==> src/rtl/alu_rtl_pkg.sv <==
// Shared ALU types: opcodes, operand-B select and control states.
package alu_rtl_pkg;

   localparam int DEF_DATA_WIDTH = 8;

   typedef enum logic [3:0] {
      OP_ADD  = 4'd0,  OP_SUB  = 4'd1,  OP_MULT = 4'd2,  OP_SHL  = 4'd3,
      OP_SHR  = 4'd4,  OP_ROL  = 4'd5,  OP_ROR  = 4'd6,  OP_NOT  = 4'd7,
      OP_AND  = 4'd8,  OP_OR   = 4'd9,  OP_XOR  = 4'd10, OP_NAND = 4'd11,
      OP_NOR  = 4'd12, OP_XNOR = 4'd13, OP_INC  = 4'd14, OP_DEC  = 4'd15
   } alu_op_t;

   typedef enum logic [1:0] {
      MOVI_REG_B  = 2'd0,
      MOVI_MEM    = 2'd1,
      MOVI_IMM    = 2'd2,
      MOVI_REG_B3 = 2'd3
   } alu_movi_t;

   typedef enum logic {
      IDLE     = 1'b0,
      MUL_BUSY = 1'b1
   } alu_state_t;

endpackage

==> src/rtl/alu_mult.sv <==
// Sequential shift-add multiplier: one partial product per cycle, DATA_WIDTH cycles total.
module alu_mult
   import alu_rtl_pkg::*;
#(
   parameter int DATA_WIDTH = DEF_DATA_WIDTH
) (
   input  logic                    clk,
   input  logic                    rst,
   input  logic                    start,
   input  logic [DATA_WIDTH-1:0]   a,
   input  logic [DATA_WIDTH-1:0]   b,
   output logic                    busy,
   output logic                    done,
   output logic [2*DATA_WIDTH-1:0] product
);

   localparam int CW = $clog2(DATA_WIDTH) + 1;
   localparam int XW = 2 * DATA_WIDTH;

   logic [XW-1:0]         acc;
   logic [XW-1:0]         a_sh;
   logic [DATA_WIDTH-1:0] b_sh;
   logic [CW-1:0]         cnt;

   // product already includes the step being taken this cycle, so the final
   // value is available on the same edge busy drops
   assign product = acc + (b_sh[0] ? a_sh : '0);
   assign done    = busy && (cnt == '0);

   always_ff @(posedge clk) begin
      if (rst) begin
         busy <= 1'b0;
         cnt  <= '0;
         acc  <= '0;
         a_sh <= '0;
         b_sh <= '0;
      end else if (start) begin
         busy <= 1'b1;
         cnt  <= CW'(DATA_WIDTH - 1);
         acc  <= '0;
         a_sh <= {{DATA_WIDTH{1'b0}}, a};
         b_sh <= b;
      end else if (busy) begin
         acc  <= product;
         a_sh <= a_sh << 1;
         b_sh <= b_sh >> 1;
         cnt  <= cnt - CW'(1);
         if (cnt == '0) busy <= 1'b0;
      end
   end

endmodule

==> src/rtl/alu_core.sv <==
// ALU responder: single-cycle ops registered in one clock, MULT via alu_mult with ALU_RDY held low.
module alu_core
   import alu_rtl_pkg::*;
#(
   parameter int DATA_WIDTH = DEF_DATA_WIDTH
) (
   input  logic                    CLK,
   input  logic                    RST,
   input  logic                    ACT,
   input  logic [3:0]              OP,
   input  logic [1:0]              MOVI,
   input  logic [DATA_WIDTH-1:0]   REG_A,
   input  logic [DATA_WIDTH-1:0]   REG_B,
   input  logic [DATA_WIDTH-1:0]   MEM,
   input  logic [DATA_WIDTH-1:0]   IMM,
   output logic                    ALU_RDY,
   output logic [2*DATA_WIDTH-1:0] EX_ALU,
   output logic                    EX_ALU_VLD
);

   localparam int W  = DATA_WIDTH;
   localparam int XW = 2 * DATA_WIDTH;

   alu_state_t    state, state_n;
   logic          rdy_n, vld_n;
   logic [XW-1:0] ex_n;
   logic [W-1:0]  opb;
   logic [XW-1:0] a_ext, b_ext, res;
   logic          accept, mul_start, mul_busy, mul_done;
   logic [XW-1:0] mul_product;
   alu_op_t       op;

   assign op        = alu_op_t'(OP);
   assign accept    = ACT && ALU_RDY && !RST;
   assign mul_start = accept && (op == OP_MULT);
   assign a_ext     = {{W{1'b0}}, REG_A};
   assign b_ext     = {{W{1'b0}}, opb};

   always_comb begin
      case (alu_movi_t'(MOVI))
         MOVI_MEM: opb = MEM;
         MOVI_IMM: opb = IMM;
         default:  opb = REG_B;
      endcase
   end

   // W-bit results are zero-extended; only arithmetic uses the upper half
   always_comb begin
      res = '0;
      case (op)
         OP_ADD:  res = a_ext + b_ext;
         OP_SUB:  res = a_ext - b_ext;
         OP_SHL:  res = {{(W-1){1'b0}}, REG_A, 1'b0};
         OP_SHR:  res = {{W{1'b0}}, 1'b0, REG_A[W-1:1]};
         OP_ROL:  res = {{W{1'b0}}, REG_A[W-2:0], REG_A[W-1]};
         OP_ROR:  res = {{W{1'b0}}, REG_A[0], REG_A[W-1:1]};
         OP_NOT:  res = {{W{1'b0}}, ~REG_A};
         OP_AND:  res = {{W{1'b0}}, REG_A & opb};
         OP_OR:   res = {{W{1'b0}}, REG_A | opb};
         OP_XOR:  res = {{W{1'b0}}, REG_A ^ opb};
         OP_NAND: res = {{W{1'b0}}, ~(REG_A & opb)};
         OP_NOR:  res = {{W{1'b0}}, ~(REG_A | opb)};
         OP_XNOR: res = {{W{1'b0}}, ~(REG_A ^ opb)};
         OP_INC:  res = a_ext + XW'(1);
         OP_DEC:  res = a_ext - XW'(1);
         default: res = '0;
      endcase
   end

   alu_mult #(.DATA_WIDTH(W)) u_mult (
      .clk     (CLK),
      .rst     (RST),
      .start   (mul_start),
      .a       (REG_A),
      .b       (opb),
      .busy    (mul_busy),
      .done    (mul_done),
      .product (mul_product)
   );

   always_comb begin
      state_n = state;
      ex_n    = EX_ALU;
      vld_n   = 1'b0;
      case (state)
         IDLE: begin
            if (accept) begin
               if (op == OP_MULT) begin
                  state_n = MUL_BUSY;
               end else begin
                  ex_n  = res;
                  vld_n = 1'b1;
               end
            end
         end
         MUL_BUSY: begin
            if (mul_done || !mul_busy) begin
               state_n = IDLE;
               ex_n    = mul_product;
               vld_n   = mul_done;
            end
         end
         default: state_n = IDLE;
      endcase
      rdy_n = (state_n == IDLE);
   end

   always_ff @(posedge CLK) begin
      if (RST) begin
         state      <= IDLE;
         ALU_RDY    <= 1'b0;
         EX_ALU     <= '0;
         EX_ALU_VLD <= 1'b0;
      end else begin
         state      <= state_n;
         ALU_RDY    <= rdy_n;
         EX_ALU     <= ex_n;
         EX_ALU_VLD <= vld_n;
      end
   end

endmodule
==> config.mk <==
export PLATFORM = sky130hd
export DESIGN_NAME = alu_core
export DESIGN_NICKNAME = d
export VERILOG_FILES = /design/src/rtl/alu_rtl_pkg.sv /design/src/rtl/alu_mult.sv /design/src/rtl/alu_core.sv
export SDC_FILE = /design/constraint.sdc
export NUM_CORES = 1
export LEC_CHECK = 0
export ABC_AREA = 1
export ABC_CLOCK_PERIOD_IN_PS = 2800
export CAP_MARGIN = 20
export CELL_PAD_IN_SITES_DETAIL_PLACEMENT = 1
export CELL_PAD_IN_SITES_GLOBAL_PLACEMENT = 2
export CORE_MARGIN = 4
export CORE_UTILIZATION = 28
export CTS_BUF_LIST = sky130_fd_sc_hd__clkbuf_16
export CTS_CLUSTER_DIAMETER = 200
export DETAILED_ROUTE_END_ITERATION = 10
export HOLD_SLACK_MARGIN = 0.05
export PLACE_DENSITY_LB_ADDON = 0.1
export SLEW_MARGIN = 20
export SYNTH_ARGS = -nofsm -noshare
export SYNTH_HDL_FRONTEND = slang
export SYNTH_SLANG_ARGS = --single-unit
export TNS_END_PERCENT = 1
==> constraint.sdc <==
create_clock -name CLK -period 2.8 [get_ports CLK]
set_input_delay 0.28 -clock CLK [delete_from_list [all_inputs] [get_ports CLK]]
set_output_delay 0.28 -clock CLK [all_outputs]
set_load 0.1 [all_outputs]
==> results.txt, run 1 <==
----------------------------------------------------
[Clocking]
  Insertion delay of the later-clocked pin in the worst-skew pair ... 0.33 ns
  Clk sinks ... 64
  CTS tree ... yes
  CTS Buf Count ... 9
  Buffer type at the clock tree root ... sky130_fd_sc_hd__clkbuf_16
  Clock Pin Slew Worst Setup and Hold Paths ... around 0.050 ns
  Max Buffers Root-to-Sink ... 2
  H-tree level count ... 3

[STA]
  Unrepaired setup endpoints after global routing ... true
  Max Transition Viols Final ... 0
  Final count of hold timing violations ... 0
  Hold Slack ... between 0.4 and 0.5 ns
  Measured slew at the worst slew-check pin ... a little over 0.8 ns
  Worst rel slew slack ... a little under half
  Maximum clock frequency ... between 0.3 and 0.4 GHz
  Setup-failing EPs final ... 0
  Worst Skew ... ~0.0079 ns
  Tcrit/Tclk final ... 95.3%
  Fin crit period ... ~2.7 ns

[Pwr]
  Design Power ... roughly 3.1 mW
  Leakage ... 3.68 nW
  Power density over cell area ... about 420 nW/um^2
  VDD IR max ... around 0.27 mV

[Route]
  DRC violations left ... 0
  Top metal layer carrying routed signals ... met4
  Total Routed Length ... approximately 22000 um
  Routed vias ... 6344
  Wire length on met2 ... between 8000 and 9000 um
  Initial drt markers ... ~300
  Post-Route M1 WL ... roughly 12000 um
  Detail-routed net length per standard cell ... 16.2 um
  Iteration count of the initial detailed-routing pass ... 5
  Vias per cell ... roughly 4.8
  DR WL met3 ... 1090 um
  Number of nets still failing antenna checks after routing ... 0

[Synthesis]
  Fraction of synthesis flops using an asynchronous set or reset pin ... 0%
  Cell with the most instances after synthesis ... sky130_fd_sc_hd__nand2_1
  Share of the synthesized area in compound gates (AO/OA/AOI/OAI) ... ~17%
  Number of flops mapped to enable cells by yosys ... 0
  Count of different cell masters after synthesis ... 40
  Number of instances in the synthesized netlist ... 925
  Yosys synthesis warning count ... 0
  Mapped Area ... between 5000 and 6000 um^2
  Adder-cell share of the synthesized area ... approximately an eighth
  Share of the synthesized area in the top cell type ... 22.9%
  Main combinational cell family by area after synthesis ... simple AND/OR/NAND/NOR gates
  Net count after synthesis ... around 1000
  Ys flop type ... sky130_fd_sc_hd__dfxtp_1
  Share of cell area taken by muxes after synthesis ... 0%
  Proportion of synthesized chip area in sequential cells ... 22.9%
  Share of the synthesized netlist area taken by xor and xnor gates ... under 10%
  Cell types with the largest area share after synthesis ... sky130_fd_sc_hd__dfxtp_1 (23%), sky130_fd_sc_hd__nand2_1 (17%), sky130_fd_sc_hd__ha_1 (11%)
  Most instantiated cells after synthesis ... sky130_fd_sc_hd__nand2_1 (260), sky130_fd_sc_hd__inv_1 (112), sky130_fd_sc_hd__nor2_1 (101), sky130_fd_sc_hd__nand3_1 (75), sky130_fd_sc_hd__a21oi_1 (71)
  Seq cells post-synth ... 64
  Synthesized area per cell ... 6.05 um^2
  Simple-gate area share of the yosys netlist ... ~36%
  Largest area contributor in the synthesized netlist ... sky130_fd_sc_hd__dfxtp_1

[Run status]
  Outcome ... finished, final reports clean

[Layout]
  Area added between synthesis and finish ... 32.7%
  ANT cells ... 0
  Layout fillers ... about 2600
  Final-stage net count ... between 1000 and 1500
  Fraction of layout cells with a size suffix above 1 ... ~16%

[Setup path]
  Biggest cell delay along the critical path ... 0.48 ns
  Cell depth of the worst setup path ... 16
  Critical-path cell list ... clkdlybuf4s50_1 -> inv_1 -> ha_4 -> inv_8 -> nand3_1 -> o21ai_1 -> inv_1 -> ha_2 -> inv_2 -> fa_2 -> or2_2 -> nand3_1 -> nand4_1 -> nand3b_1 -> nand2_1 -> a21oi_1
  Beginning of the worst register-to-register path ... u_mult.b_sh[0]
  Count of buffering cells on the critical path with inverters included ... 5
  Critical path's slowest cell ... sky130_fd_sc_hd__clkdlybuf4s50_1
  Setup slack on the worst flop-to-flop path ... 0.33 ns
  Worst r2r dst ... EX_ALU[12]
  Data arrival time of the critical path ... ~2.9 ns
  Worst r2r path cells ... 13
  Critical path endpoint category ... flip-flop
  Beginning of the critical path ... MOVI[0]
  Cell family with the largest share of critical-path delay ... adder cells
  End point of the critical path ... EX_ALU[2]
  Kind of critical path ... input port to flip-flop
  Worst Path Max Fanout ... 13
  Required arrival time at the worst endpoint ... 3.02 ns
  Nature of the critical path startpoint ... input port

[Min path]
  Start point of the worst hold path ... u_mult.a_sh[15]
  Tightest Hold Check Type ... flip-flop to flip-flop

[Floorplanning]
  Effective utilization at floorplan ... 28.6%
  # rows ... 51
  Die outline height ... about 150 um
  Top-level port count ... slightly below 60
  Width of the die ... 149 um
  Area of the core region ... between 15000 and 20000 um^2
  Area enclosed by the die boundary ... 22300 um^2

[Place]
  HPWL Detailed ... ~18000 um
  Number of I/O port buffers ... 58
  RePlAce Congestion ... about 0.84

[Global routing]
  First-pass GRT wire length ... around 35000 um
  Pin count of the biggest net entering global routing ... 24
  Total global routing track utilization ... 19.9%
  Antenna violations before repair ... 0
  Total congestion overflow after global routing ... 0
  Via count of the first global-routing pass ... ~6400

[Job]
  Max-capacitance violation count ... 0

----------------------------------------------------
## tightest hold or removal path: cells and delay by family, from the launching register on
| family | cells | cell delay (ns) |
|---|---|---|
| AO/OA/AOI/OAI | 1 | 0.05 |
| flip-flops | 1 | 0.30 |
| AND/OR/NAND/NOR | 1 | 0.06 |
## report_power, final
part           total (mW)  switching, mW  internal, mW
registers           0.941         0.0114         0.929
clock network        1.18          0.414         0.763
logic                1.01          0.596         0.418
total                3.13           1.02          2.11
## how the worst min path moves through the flow
stage / cells past startpoint / slack [ns] / endpoint
after floorplan: 1 / 0.36 / u_mult.b_sh[0]
after global placement: 2 / 0.45 / u_mult.a_sh[15]
after detailed placement: 2 / 0.46 / u_mult.b_sh[7]
after CTS: 2 / 0.47 / u_mult.a_sh[15]
after global routing: 2 / 0.50 / u_mult.b_sh[4]
final: 2 / 0.47 / u_mult.a_sh[15]
## area by class of cell
class | count | area (um^2) | share of cell area, %
clock buffer | 9 | 225 | 3.03
clock inverter | 6 | 76.3 | 1.03
inverter | 125 | 477 | 6.42
multi-input combinational | 711 | 3810 | 51.4
sequential | 64 | 1280 | 17.3
tap | 265 | 332 | 4.47
timing repair buffer | 147 | 1220 | 16.4
## registers in the layout (all words and copies together), names as in the netlist
register / count
EX_ALU_VLD: 1
u_mult.acc: 16
u_mult.busy: 1
u_mult.cnt: 4
EX_ALU: 16
u_mult.b_sh: 8
u_mult.a_sh: 16
state: 1
ALU_RDY: 1
## per-stage QoR
step	setup slack [ns]	TNS, ns	std cells	cell area, um^2	utilization, %
2_1_floorplan	0.173	0	925	5600	-
3_3_place_gp	-0.515	-6.84	1311	7030	35.9
3_5_place_dp	-0.560	-7.40	1311	7030	35.9
4_1_cts	0.0146	0	1326	7340	37.5
5_1_grt	-0.0247	-0.0816	1327	7430	37.9
6_report	0.132	0	1327	7430	37.9
## per-layer routing
metal	GRT usage (%)	up-vias
met4	2.52	0
met2	28.9	105
li1	-	3263
met5	0	-
met3	3.16	12
met1	31.3	2964
## cell families after synthesis
| logic type | count (synthesis) |
|---|---|
| adders and majority gates | 54 |
| DFF | 64 |
| and+or+nand+nor | 480 |
| buffers and inverters | 150 |
| AOI/OAI and AO/OA | 166 |
| xor gates and xnor gates | 11 |
## cell usage in the layout, fill, tap and decap left out, types with 2 or more instances in the layout
| cell | Yosys | layout |
|---|---|---|
| sky130_fd_sc_hd__nand3_2 | 1 | 6 |
| sky130_fd_sc_hd__nand3_1 | 75 | 70 |
| sky130_fd_sc_hd__a2111oi_2 | 4 | 4 |
| sky130_fd_sc_hd__a21oi_2 | 1 | 3 |
| sky130_fd_sc_hd__inv_2 | 12 | 14 |
| sky130_fd_sc_hd__nand2_2 | 1 | 5 |
| sky130_fd_sc_hd__nand3b_1 | 7 | 7 |
| sky130_fd_sc_hd__ha_2 | 0 | 3 |
| sky130_fd_sc_hd__bufinv_16 | 0 | 2 |
| sky130_fd_sc_hd__nor2_2 | 4 | 4 |
| sky130_fd_sc_hd__nand4_1 | 12 | 12 |
| sky130_fd_sc_hd__o21bai_1 | 3 | 3 |
| sky130_fd_sc_hd__xor2_1 | 11 | 11 |
| sky130_fd_sc_hd__buf_4 | 0 | 105 |
| sky130_fd_sc_hd__a31oi_1 | 3 | 3 |
| sky130_fd_sc_hd__o21ai_2 | 1 | 4 |
| sky130_fd_sc_hd__inv_1 | 112 | 110 |
| sky130_fd_sc_hd__fa_2 | 0 | 2 |
| sky130_fd_sc_hd__nor2_1 | 101 | 101 |
| sky130_fd_sc_hd__nor3_1 | 10 | 10 |
| sky130_fd_sc_hd__dfxtp_1 | 64 | 64 |
| sky130_fd_sc_hd__nand2_1 | 260 | 256 |
| sky130_fd_sc_hd__o21ai_1 | 9 | 12 |
| sky130_fd_sc_hd__or2_2 | 5 | 5 |
| sky130_fd_sc_hd__a21oi_1 | 71 | 69 |
| sky130_fd_sc_hd__o211ai_1 | 6 | 6 |
| sky130_fd_sc_hd__ha_1 | 51 | 47 |
| sky130_fd_sc_hd__a21o_1 | 4 | 4 |
| sky130_fd_sc_hd__o22ai_1 | 2 | 2 |
| sky130_fd_sc_hd__clkbuf_16 | 0 | 9 |
| sky130_fd_sc_hd__clkinv_1 | 1 | 3 |
| sky130_fd_sc_hd__clkdlybuf4s50_1 | 0 | 40 |
| sky130_fd_sc_hd__o21ai_0 | 58 | 52 |
## repair_timing
action	CTS	global route
pin swaps	0	11
hold buffers	0	0
setup buffers	0	1
gates cloned	0	0
endpoints found under the setup margin	14	15
gates resized for setup	9	24
No activity file was read; power rests on OpenSTA's default activity.
==> inputs of run 2 (changes only) <==
- CTS_CLUSTER_DIAMETER: 200 -> 150
==> results of run 2 <==
No change in the layout: final DEF, timing and power equal those of run 1.
